===== src/rtl/qea_host_sequencer.sv =====
// qea_host_sequencer: host-side session controller for one QEA core.
// Loads context words, initialises state RAM to |0..0>, starts the core,
// waits for completion and streams the state vector out.
// Ports: clk/rst (sync, active high); i_go/i_qbit_num/i_ins_num session
// request; s_ctx_* context stream in; m_state_* state stream out;
// o_busy/o_done/o_run_cycles status; o_qea_*/o_ctx_*/o_state_* drive the
// core; i_qea_complete/i_qea_state_dout come back from it.
// Build option: QEA_HOST_CYCLE_COUNT_EN adds the run-cycle counter.
module qea_host_sequencer #(
  parameter int PE_NUM_WIDTH            = 2,
  parameter int PE_NUM                  = 4,
  parameter int DATA_WIDTH              = 32,
  parameter int MAX_QBIT_WIDTH          = 6,
  parameter int STATE_DATA_WIDTH        = 64,
  parameter int STATE_ADDR_WIDTH        = 16,
  parameter int GATE_CONTEXT_DATA_WIDTH = 64,
  parameter int GATE_CONTEXT_ADDR_WIDTH = 16,
  parameter int NUM_FRAC_BIT            = 30,
  parameter int RD_LATENCY              = 2
) (
  input  logic clk,
  input  logic rst,
  input  logic i_go,
  input  logic [MAX_QBIT_WIDTH-1:0] i_qbit_num,
  input  logic [GATE_CONTEXT_ADDR_WIDTH-1:0] i_ins_num,
  input  logic s_ctx_valid,
  output logic s_ctx_ready,
  input  logic [GATE_CONTEXT_DATA_WIDTH-1:0] s_ctx_data,
  output logic m_state_valid,
  input  logic m_state_ready,
  output logic [PE_NUM*STATE_DATA_WIDTH-1:0] m_state_data,
  output logic m_state_last,
  output logic o_busy,
  output logic o_done,
  output logic [31:0] o_run_cycles,
  output logic o_qea_start,
  output logic [MAX_QBIT_WIDTH-1:0] o_qea_qbit_num,
  output logic o_ctx_en,
  output logic o_ctx_wea,
  output logic [GATE_CONTEXT_ADDR_WIDTH-1:0] o_ctx_addr,
  output logic [GATE_CONTEXT_DATA_WIDTH-1:0] o_ctx_data,
  output logic [PE_NUM-1:0] o_state_ena,
  output logic [PE_NUM-1:0] o_state_wea,
  output logic [STATE_ADDR_WIDTH-1:0] o_state_addra,
  output logic [PE_NUM*STATE_DATA_WIDTH-1:0] o_state_dina,
  input  logic i_qea_complete,
  input  logic [PE_NUM*STATE_DATA_WIDTH-1:0] i_qea_state_dout
);

  localparam int SW = PE_NUM * STATE_DATA_WIDTH;
  localparam int CW = STATE_ADDR_WIDTH + 1;
  localparam int WW = (RD_LATENCY > 1) ? $clog2(RD_LATENCY) : 1;
  localparam logic [DATA_WIDTH-1:0] ONE =
    DATA_WIDTH'(1) << NUM_FRAC_BIT;
  // amplitude 1.0 sits in the real field of the top lane
  localparam logic [SW-1:0] INIT_W0 = {ONE, {(SW-DATA_WIDTH){1'b0}}};

  typedef enum logic [3:0] {
    IDLE, LOAD_CTX, INIT_STATE, START, RUN,
    RD_REQ, RD_WAIT, RD_OUT, DONE
  } state_t;

  state_t state_q, state_d;
  logic [GATE_CONTEXT_ADDR_WIDTH-1:0] ins_q, ins_d;
  logic [GATE_CONTEXT_ADDR_WIDTH-1:0] ctx_cnt_q, ctx_cnt_d;
  logic [CW-1:0] nw_q, nw_d;
  logic [CW-1:0] w_q, w_d;
  logic [WW-1:0] wait_q, wait_d;
  logic first_q, first_d;
  logic [MAX_QBIT_WIDTH-1:0] qbit_d;

  logic ctx_ready_d, ctx_en_d;
  logic [GATE_CONTEXT_ADDR_WIDTH-1:0] ctx_addr_d;
  logic [GATE_CONTEXT_DATA_WIDTH-1:0] ctx_data_d;
  logic [PE_NUM-1:0] st_ena_d, st_wea_d;
  logic [STATE_ADDR_WIDTH-1:0] st_addr_d;
  logic [SW-1:0] st_din_d, data_d;
  logic start_d, valid_d, last_d, done_d, busy_d;

  // word count clamps at the RAM depth for oversized qubit counts
  function automatic logic [CW-1:0] calc_nw(
    input logic [MAX_QBIT_WIDTH-1:0] q
  );
    logic [MAX_QBIT_WIDTH-1:0] sh;
    sh = q - MAX_QBIT_WIDTH'(PE_NUM_WIDTH);
    if (q <= MAX_QBIT_WIDTH'(PE_NUM_WIDTH))
      calc_nw = CW'(1);
    else if (sh >= MAX_QBIT_WIDTH'(STATE_ADDR_WIDTH))
      calc_nw = CW'(1) << STATE_ADDR_WIDTH;
    else
      calc_nw = CW'(1) << sh;
  endfunction

  always_comb begin
    state_d     = state_q;
    ins_d       = ins_q;
    ctx_cnt_d   = ctx_cnt_q;
    nw_d        = nw_q;
    w_d         = w_q;
    wait_d      = wait_q;
    first_d     = 1'b0;
    qbit_d      = o_qea_qbit_num;
    ctx_ready_d = 1'b0;
    ctx_en_d    = 1'b0;
    ctx_addr_d  = o_ctx_addr;
    ctx_data_d  = o_ctx_data;
    st_ena_d    = '0;
    st_wea_d    = '0;
    st_addr_d   = o_state_addra;
    st_din_d    = o_state_dina;
    data_d      = m_state_data;
    start_d     = 1'b0;
    valid_d     = 1'b0;
    last_d      = 1'b0;
    done_d      = 1'b0;
    unique case (state_q)
      IDLE: begin
        if (i_go) begin
          qbit_d    = i_qbit_num;
          ins_d     = i_ins_num;
          nw_d      = calc_nw(i_qbit_num);
          ctx_cnt_d = '0;
          w_d       = '0;
          if (i_ins_num == '0) begin
            state_d  = INIT_STATE;
            st_ena_d = '1;
            st_wea_d = '1;
            st_addr_d = '0;
            st_din_d = INIT_W0;
          end else begin
            state_d     = LOAD_CTX;
            ctx_ready_d = 1'b1;
          end
        end
      end
      LOAD_CTX: begin
        ctx_ready_d = 1'b1;
        if (s_ctx_valid && s_ctx_ready) begin
          ctx_en_d   = 1'b1;
          ctx_addr_d = ctx_cnt_q;
          ctx_data_d = s_ctx_data;
          ctx_cnt_d  = ctx_cnt_q + 1'b1;
          if (ctx_cnt_q + 1'b1 == ins_q) begin
            ctx_ready_d = 1'b0;
            state_d     = INIT_STATE;
            st_ena_d    = '1;
            st_wea_d    = '1;
            st_addr_d   = '0;
            st_din_d    = INIT_W0;
          end
        end
      end
      INIT_STATE: begin
        if (w_q + 1'b1 == nw_q) begin
          state_d = START;
          start_d = 1'b1;
          w_d     = '0;
        end else begin
          w_d       = w_q + 1'b1;
          st_ena_d  = '1;
          st_wea_d  = '1;
          st_addr_d = STATE_ADDR_WIDTH'(w_q + 1'b1);
          st_din_d  = '0;
        end
      end
      START: begin
        state_d = RUN;
        first_d = 1'b1;
      end
      RUN: begin
        // complete may still be high from the last run on cycle one
        if (!first_q && i_qea_complete) begin
          state_d   = RD_REQ;
          st_ena_d  = '1;
          st_addr_d = STATE_ADDR_WIDTH'(w_q);
        end
      end
      RD_REQ: begin
        state_d = RD_WAIT;
        wait_d  = '0;
      end
      RD_WAIT: begin
        if (wait_q == WW'(RD_LATENCY - 1)) begin
          state_d = RD_OUT;
          data_d  = i_qea_state_dout;
          valid_d = 1'b1;
          last_d  = (w_q + 1'b1 == nw_q);
        end else begin
          wait_d = wait_q + 1'b1;
        end
      end
      RD_OUT: begin
        if (m_state_ready) begin
          if (w_q + 1'b1 == nw_q) begin
            state_d = DONE;
            done_d  = 1'b1;
          end else begin
            w_d       = w_q + 1'b1;
            state_d   = RD_REQ;
            st_ena_d  = '1;
            st_addr_d = STATE_ADDR_WIDTH'(w_q + 1'b1);
          end
        end else begin
          valid_d = 1'b1;
          last_d  = m_state_last;
        end
      end
      DONE: state_d = IDLE;
      default: state_d = IDLE;
    endcase
    busy_d = (state_d != IDLE);
  end

  always_ff @(posedge clk) begin
    if (rst) begin
      state_q        <= IDLE;
      ins_q          <= '0;
      ctx_cnt_q      <= '0;
      nw_q           <= '0;
      w_q            <= '0;
      wait_q         <= '0;
      first_q        <= 1'b0;
      o_qea_qbit_num <= '0;
      s_ctx_ready    <= 1'b0;
      o_ctx_en       <= 1'b0;
      o_ctx_wea      <= 1'b0;
      o_ctx_addr     <= '0;
      o_ctx_data     <= '0;
      o_state_ena    <= '0;
      o_state_wea    <= '0;
      o_state_addra  <= '0;
      o_state_dina   <= '0;
      m_state_data   <= '0;
      m_state_valid  <= 1'b0;
      m_state_last   <= 1'b0;
      o_qea_start    <= 1'b0;
      o_done         <= 1'b0;
      o_busy         <= 1'b0;
    end else begin
      state_q        <= state_d;
      ins_q          <= ins_d;
      ctx_cnt_q      <= ctx_cnt_d;
      nw_q           <= nw_d;
      w_q            <= w_d;
      wait_q         <= wait_d;
      first_q        <= first_d;
      o_qea_qbit_num <= qbit_d;
      s_ctx_ready    <= ctx_ready_d;
      o_ctx_en       <= ctx_en_d;
      o_ctx_wea      <= ctx_en_d;
      o_ctx_addr     <= ctx_addr_d;
      o_ctx_data     <= ctx_data_d;
      o_state_ena    <= st_ena_d;
      o_state_wea    <= st_wea_d;
      o_state_addra  <= st_addr_d;
      o_state_dina   <= st_din_d;
      m_state_data   <= data_d;
      m_state_valid  <= valid_d;
      m_state_last   <= last_d;
      o_qea_start    <= start_d;
      o_done         <= done_d;
      o_busy         <= busy_d;
    end
  end

`ifdef QEA_HOST_CYCLE_COUNT_EN
  logic [31:0] run_q;

  always_ff @(posedge clk) begin
    if (rst)
      run_q <= '0;
    else if (state_q == START)
      run_q <= '0;
    else if (state_q == RUN && run_q != '1)
      run_q <= run_q + 1'b1;
  end

  assign o_run_cycles = run_q;
`else
  assign o_run_cycles = '0;
`endif

endmodule


===== config.mk =====
export PLATFORM = sky130hd
export DESIGN_NAME = qea_host_sequencer
export DESIGN_NICKNAME = d
export VERILOG_FILES = /design/src/rtl/qea_host_sequencer.sv
export SDC_FILE = /design/constraint.sdc
export NUM_CORES = 1
export LEC_CHECK = 0
export CAP_MARGIN = 20
export CORE_AREA = 2 2 392 394
export DETAILED_ROUTE_END_ITERATION = 12
export DIE_AREA = 0 0 394 396
export GPL_TIMING_DRIVEN = 0
export PLACE_DENSITY = 0.36
export SYNTH_ARGS = -nofsm -noshare
export SYNTH_HDL_FRONTEND = slang
export SYNTH_SLANG_ARGS = --single-unit

===== constraint.sdc =====
create_clock -name clk -period 3.8 [get_ports clk]
set_clock_uncertainty 0.2 [all_clocks]
set_input_delay 0.76 -clock clk [delete_from_list [all_inputs] [get_ports clk]]
set_output_delay 0.76 -clock clk [all_outputs]
set_load 0.01 [all_outputs]

# == Word level (Yosys, flattened, before mapping) ==
# Cells that the tools add are included.
# op_classes
addsub,4
order_cmp,2
eq_ne,17
shifts,1
n_mux,59
bitwise_logic,4
n_reduce_logical,21
# op_table
cell,count
$mux 256,5
$pmux 256 s3,1
$mux 16,9
$mux 17,6
$pmux 16 s5,1
$mux 4,15
$pmux 17 s3,1
$pmux 16 s2,1
$pmux 4 s8,1
$pmux 4 s5,1
$add 17x1->17 const B,1
$eq 17x17->1,1
$shl 1x6->17 const A,1
$add 16x1->16 const B,1
$eq 16x16->1,1
$eq 4x3->1 const B,4
$logic_not 16->1,1
$ne 2x2->1 const B,8
$mux 1,12
$pmux 4 s3,1
$eq 4x2->1 const B,2
$pmux 1 s2,4
$reduce_and 7->1,1
$ge 6x5->1 const B,1
other kinds (19),28
# word_totals
regBits,701
wordCells,130

# == Logic depth before layout (Yosys ltp) ==
# logic_depth
word_depth,6
depth_mapped,10

# == Worst setup path after synthesis ==
# OpenSTA, ideal clock, no wires.
# synth_timing
path_type,reg2reg
from,register w_q[1]
to,register o_state_addra[11]
t_arrival_ns,2.820
path_slack_ns,0.659
stages_incl_launch_ff,10
n_path_buf,1
cell_sequence,dfxtp_1 > ha_1 > nand3_2 > or3_4 > a211o_1 > a21oi_2 > nand4_2 > a211oi_4 > buf_6 > mux2_4
# synth_via
elab_chain_len,5
# synth_rtl
element,line_no,source
"start, declared",67,"logic [CW-1:0] w_q, w_d;"
"start signal, assigned",244,w_q <= w_d;
$add 17x1->17 *,"162, 201",
$eq 17x17->1,"154, 194",
$mux 16 *,"154, 194",
$mux 16,193,if (m_state_ready) begin
$pmux 16 s5 *,116,unique case (state_q)
"end signal, assigned",255,o_state_addra <= st_addr_d;
"end, declared",44,"output logic [STATE_ADDR_WIDTH-1:0] o_state_addra,"
# Every way passes the cells marked *; elsewhere a longest branch is shown, timed or not. The select of a mux whose other input is x is not followed.
# A chain may end at the register's enable or synchronous reset.

# == Final worst setup path ==
# layout_timing
from,register w_q[1]
to,register w_q[12]
# layout_via
elab_chain_len,4
# layout_rtl
element,line_no,source
$add 17x1->17 *,--,
$eq 17x17->1 or $mux 17 (tied branches),"154, 194",
"$mux 17, or another cell as far along",154,if (w_q + 1'b1 == nw_q) begin
$pmux 17 s3 or $reduce_and 4->1 (tied branches),--,
# Marked as above.

==> summary.md <==
| Metric | Value |
|---|---|
| Die outline width | `just under 400 um` |
| Reg2reg path depth | `9` |
| Die Ht | `396 um` |
| First-pass GRT wire length | `~150 mm` |
| Core footprint | `~0.15 mm2` |
| Fin. max-slew vios | `0` |
| Synth top area cells | `dfxtp_1 (44%), nand2_1 (14%), buf_4 (11%)` |
| Post-DRT Antenna Nets | `0` |
| Vias in the first global route | `about 19k` |
| Crit end category | `register` |
| Post-CTS Hold Buffers | `0` |
| Post-route setup slack | `~0.21 ns` |
| Clock transition at the registers of the reported paths | `approximately 0.06 ns` |
| Tmin final | `about 3.6 ns` |
| Clock tree root buffer cell | `clkbuf_16` |
| Reg-to-reg critical path startpoint | `w_q[1]` |
| I/O pin count | `roughly 1k` |
| Drt initial violations | `about 1.1k` |
| WL/cell | `around 19 um` |
| Worst r2r dst | `w_q[12]` |
| Die area | `around 0.16 mm2` |
| YS warnings | `0` |
| Port bufs | `721` |
| Area leader, netlist | `dfxtp_1` |
| MaxCap Viol Count | `0` |
| Pwr dens | `about 360 mW/mm2` |
| Most common cell after layout, fill and taps aside | `nand2_1` |
| GRT overflow | `0` |
| P_sw | `~3.2 mW` |
| H-tree Lvls | `2` |
| Cell area after synthesis | `about 0.02 mm2` |
| Clk sinks | `440` |
| Max Buffers Root-to-Sink | `3` |
| Initial antenna violation count | `16` |
| Synth Instances | `around 2.5k` |
| DRC Markers | `0` |
| Total number of vias | `around 20k` |
| Skew-Pair Late Insertion Delay | `slightly below 0.7 ns` |
| Clock Power Share | `0.479` |
| Gate power share | `0.127` |
| Sw Share | `0.270` |
| FF+latch count, synth | `440` |
| Post-layout nets | `~4k` |
| Final hold viol count | `0` |
| CP startpoint kind | `register` |
| Setup Slack @ Placement | `-1.28 ns` |
| Sequential power share | `0.394` |
| Async SR Flop Fraction | `0` |
| Slew @ Worst Pin | `0.953 ns` |
| Initial Util | `0.131` |
| Synth-to-Final Area Change | `65.4%` |
| Crit path arrival time | `3.99 ns` |
| Top fanout value on the critical path | `10` |
| CP startpoint | `w_q[1]` |
| Setup violators final | `0` |
| Largest net degree at the start of global routing | `20` |
| CTS tree | `yes` |
| Post-synth cell types | `73` |
| Max frequency | `roughly 280 MHz` |
| Layout cells sized above 1 | `0.128` |
| Period utilization | `0.945` |
| Status | `finished, final reports clean` |
| Register area share after synthesis | `0.444` |
| R2R setup slack | `0.21 ns` |
| Final wirelength | `107 mm` |
| HPWL Detailed | `~86 mm` |
| Vias/cell | `between 3 and 4` |
| Beginning of the worst hold path | `m_state_data[19]` |
| Pint | `around 8.7 mW` |
| CP Data Required Time | `between 4 and 5 ns` |
| Max IR drop VDD | `between 300 and 400 uV` |
| Gr usage total | `0.130` |
| Max_slew headroom | `0.363` |
| First-pass DRT Iterations | `5` |
| Post-synth top area share | `0.444` |
| Synth Flop Type | `dfxtp_1` |
| Final Util | `0.216` |
| RePlAce Congestion | `between 0.8 and 0.9` |
| Syn_area_per_cell | `7.81 um2` |
| Number of synthesized flops with an enable pin | `0` |
| Kind of critical path | `reg -> reg` |
| Most frequent cells in the layout | `nand2_1 (762), clkdlybuf4s50_1 (721), dfxtp_1 (440)` |
| Hold endpoint | `m_state_data[19]` |
| Std-Cell Rows | `between 100 and 150` |
| Worst Hold Depth | `2` |
| CTS buffer count | `60` |
| RSZ-0062 raised after global routing | `no` |
| Worst hold path class | `reg -> reg` |
| Leakage power | `about 12 nW` |
-- state kept, by name, indices dropped and copies added, names as in the netlist, 4 cells and up --
register and flops:
m_state_data 256, o_ctx_data 64, nw_q 17, w_q 17, ctx_cnt_q 16, ins_q 16
o_ctx_addr 16, o_state_addra 16, o_qea_qbit_num 6, state_q 4
-- how the worst max path moves through the flow --
stage	end	slack, ns
global placement	ins_q[13]	-1.66
global route	o_ctx_addr[2]	0.02
finish	w_q[12]	0.21
floorplan	o_state_addra[11]	0.66
detailed placement	m_state_data[254]	-1.28
CTS	w_q[12]	0.01
-- synthesized netlist by cell type, drive strengths merged, types with 6 or more instances --
library cell and number:
nand2 762, dfxtp 440, a21oi 401, buf 327, clkbuf 145, nor2 80, nor3 41, o21ai 30
xnor2 30, nand3 21, nand4 20, nor2b 20, mux2 17, nor3b 17, a22oi 14, nor4 14
and3 12, inv 11, a21o 10, o211a 10, xor2 10, nand2b 9, or3 8, a211oi 7
a211o 6
-- metal layers --
layer / track usage / part of all wire
met3: 0.0426 / 0.080
met4: 0.0359 / 0.024
met2: 0.220 / 0.48
met5: 0 / 0.00042
met1: 0.158 / 0.41
-- through the flow --
step	power (mW)	instances	TNS, ns	instance area (um2)	hold WS (ns)
CTS	12.2	5688	0	32800	0.253
global route	12.5	5691	0	32800	0.268
floorplan	5.57	2825	0	20900	0.248
finish	12.0	5693	0	32800	0.252
global placement	6.33	5576	-406.00	30700	0.241
detailed placement	6.33	5583	-287.67	30800	0.246
-- critical path: stages, from the launching register on --
cell      delay [ns]
dfxtp_1         0.50
ha_1            0.36
nand3_2         0.29
or3_4           0.49
a211o_1         0.29
a21oi_2         0.23
nand4_1         0.24
a21oi_2         0.42
clkbuf_2        0.35
a21o_1          0.16
-- power groups by stage --
stage | clock network [mW] | registers, mW | logic [mW]
5_1_grt | 6.13 | 4.72 | 1.65
3_3_place_gp | 0 | 4.82 | 1.51
3_5_place_dp | 0 | 4.82 | 1.52
6_report | 5.73 | 4.72 | 1.52
2_1_floorplan | 0 | 4.81 | 0.757
4_1_cts | 6.00 | 4.72 | 1.53
-- cell families (layout without fill, tap and decap cells) --
| family | Yosys count | after routing | synth area share |
|---|---|---|---|
| compound gates | 513 | 513 | 0.144 |
| mux | 21 | 21 | 0.0132 |
| simple gates | 1035 | 1035 | 0.226 |
| flops | 440 | 440 | 0.444 |
| xor+xnor | 42 | 42 | 0.0204 |
| other cells | 1 | 292 | 0.000189 |
| buf+inv | 483 | 1316 | 0.149 |
| fa+ha+maj | 4 | 4 | 0.00252 |
-- layout make-up --
| type | count | area (um2) |
|---|---|---|
| flip-flops and latches | 440 | 8810 |
| diodes | 5 | 12.5 |
| repair buffers | 729 | 7340 |
| inverters | 11 | 41.3 |
| clock inverters | 14 | 208 |
| well taps | 2030 | 2540 |
| multi-input cells | 1902 | 9150 |
| fillers | 16900 | 119000 |
| plain buffers | 471 | 2940 |
| clock buffers | 91 | 1770 |
-- repair_timing --
action                     CTS  global route
buffers inserted             1             0
setup endpoints to repair  309            83
resized for setup           10             8
pin swaps                    1             0
Power figures use the tool's default switching activity.
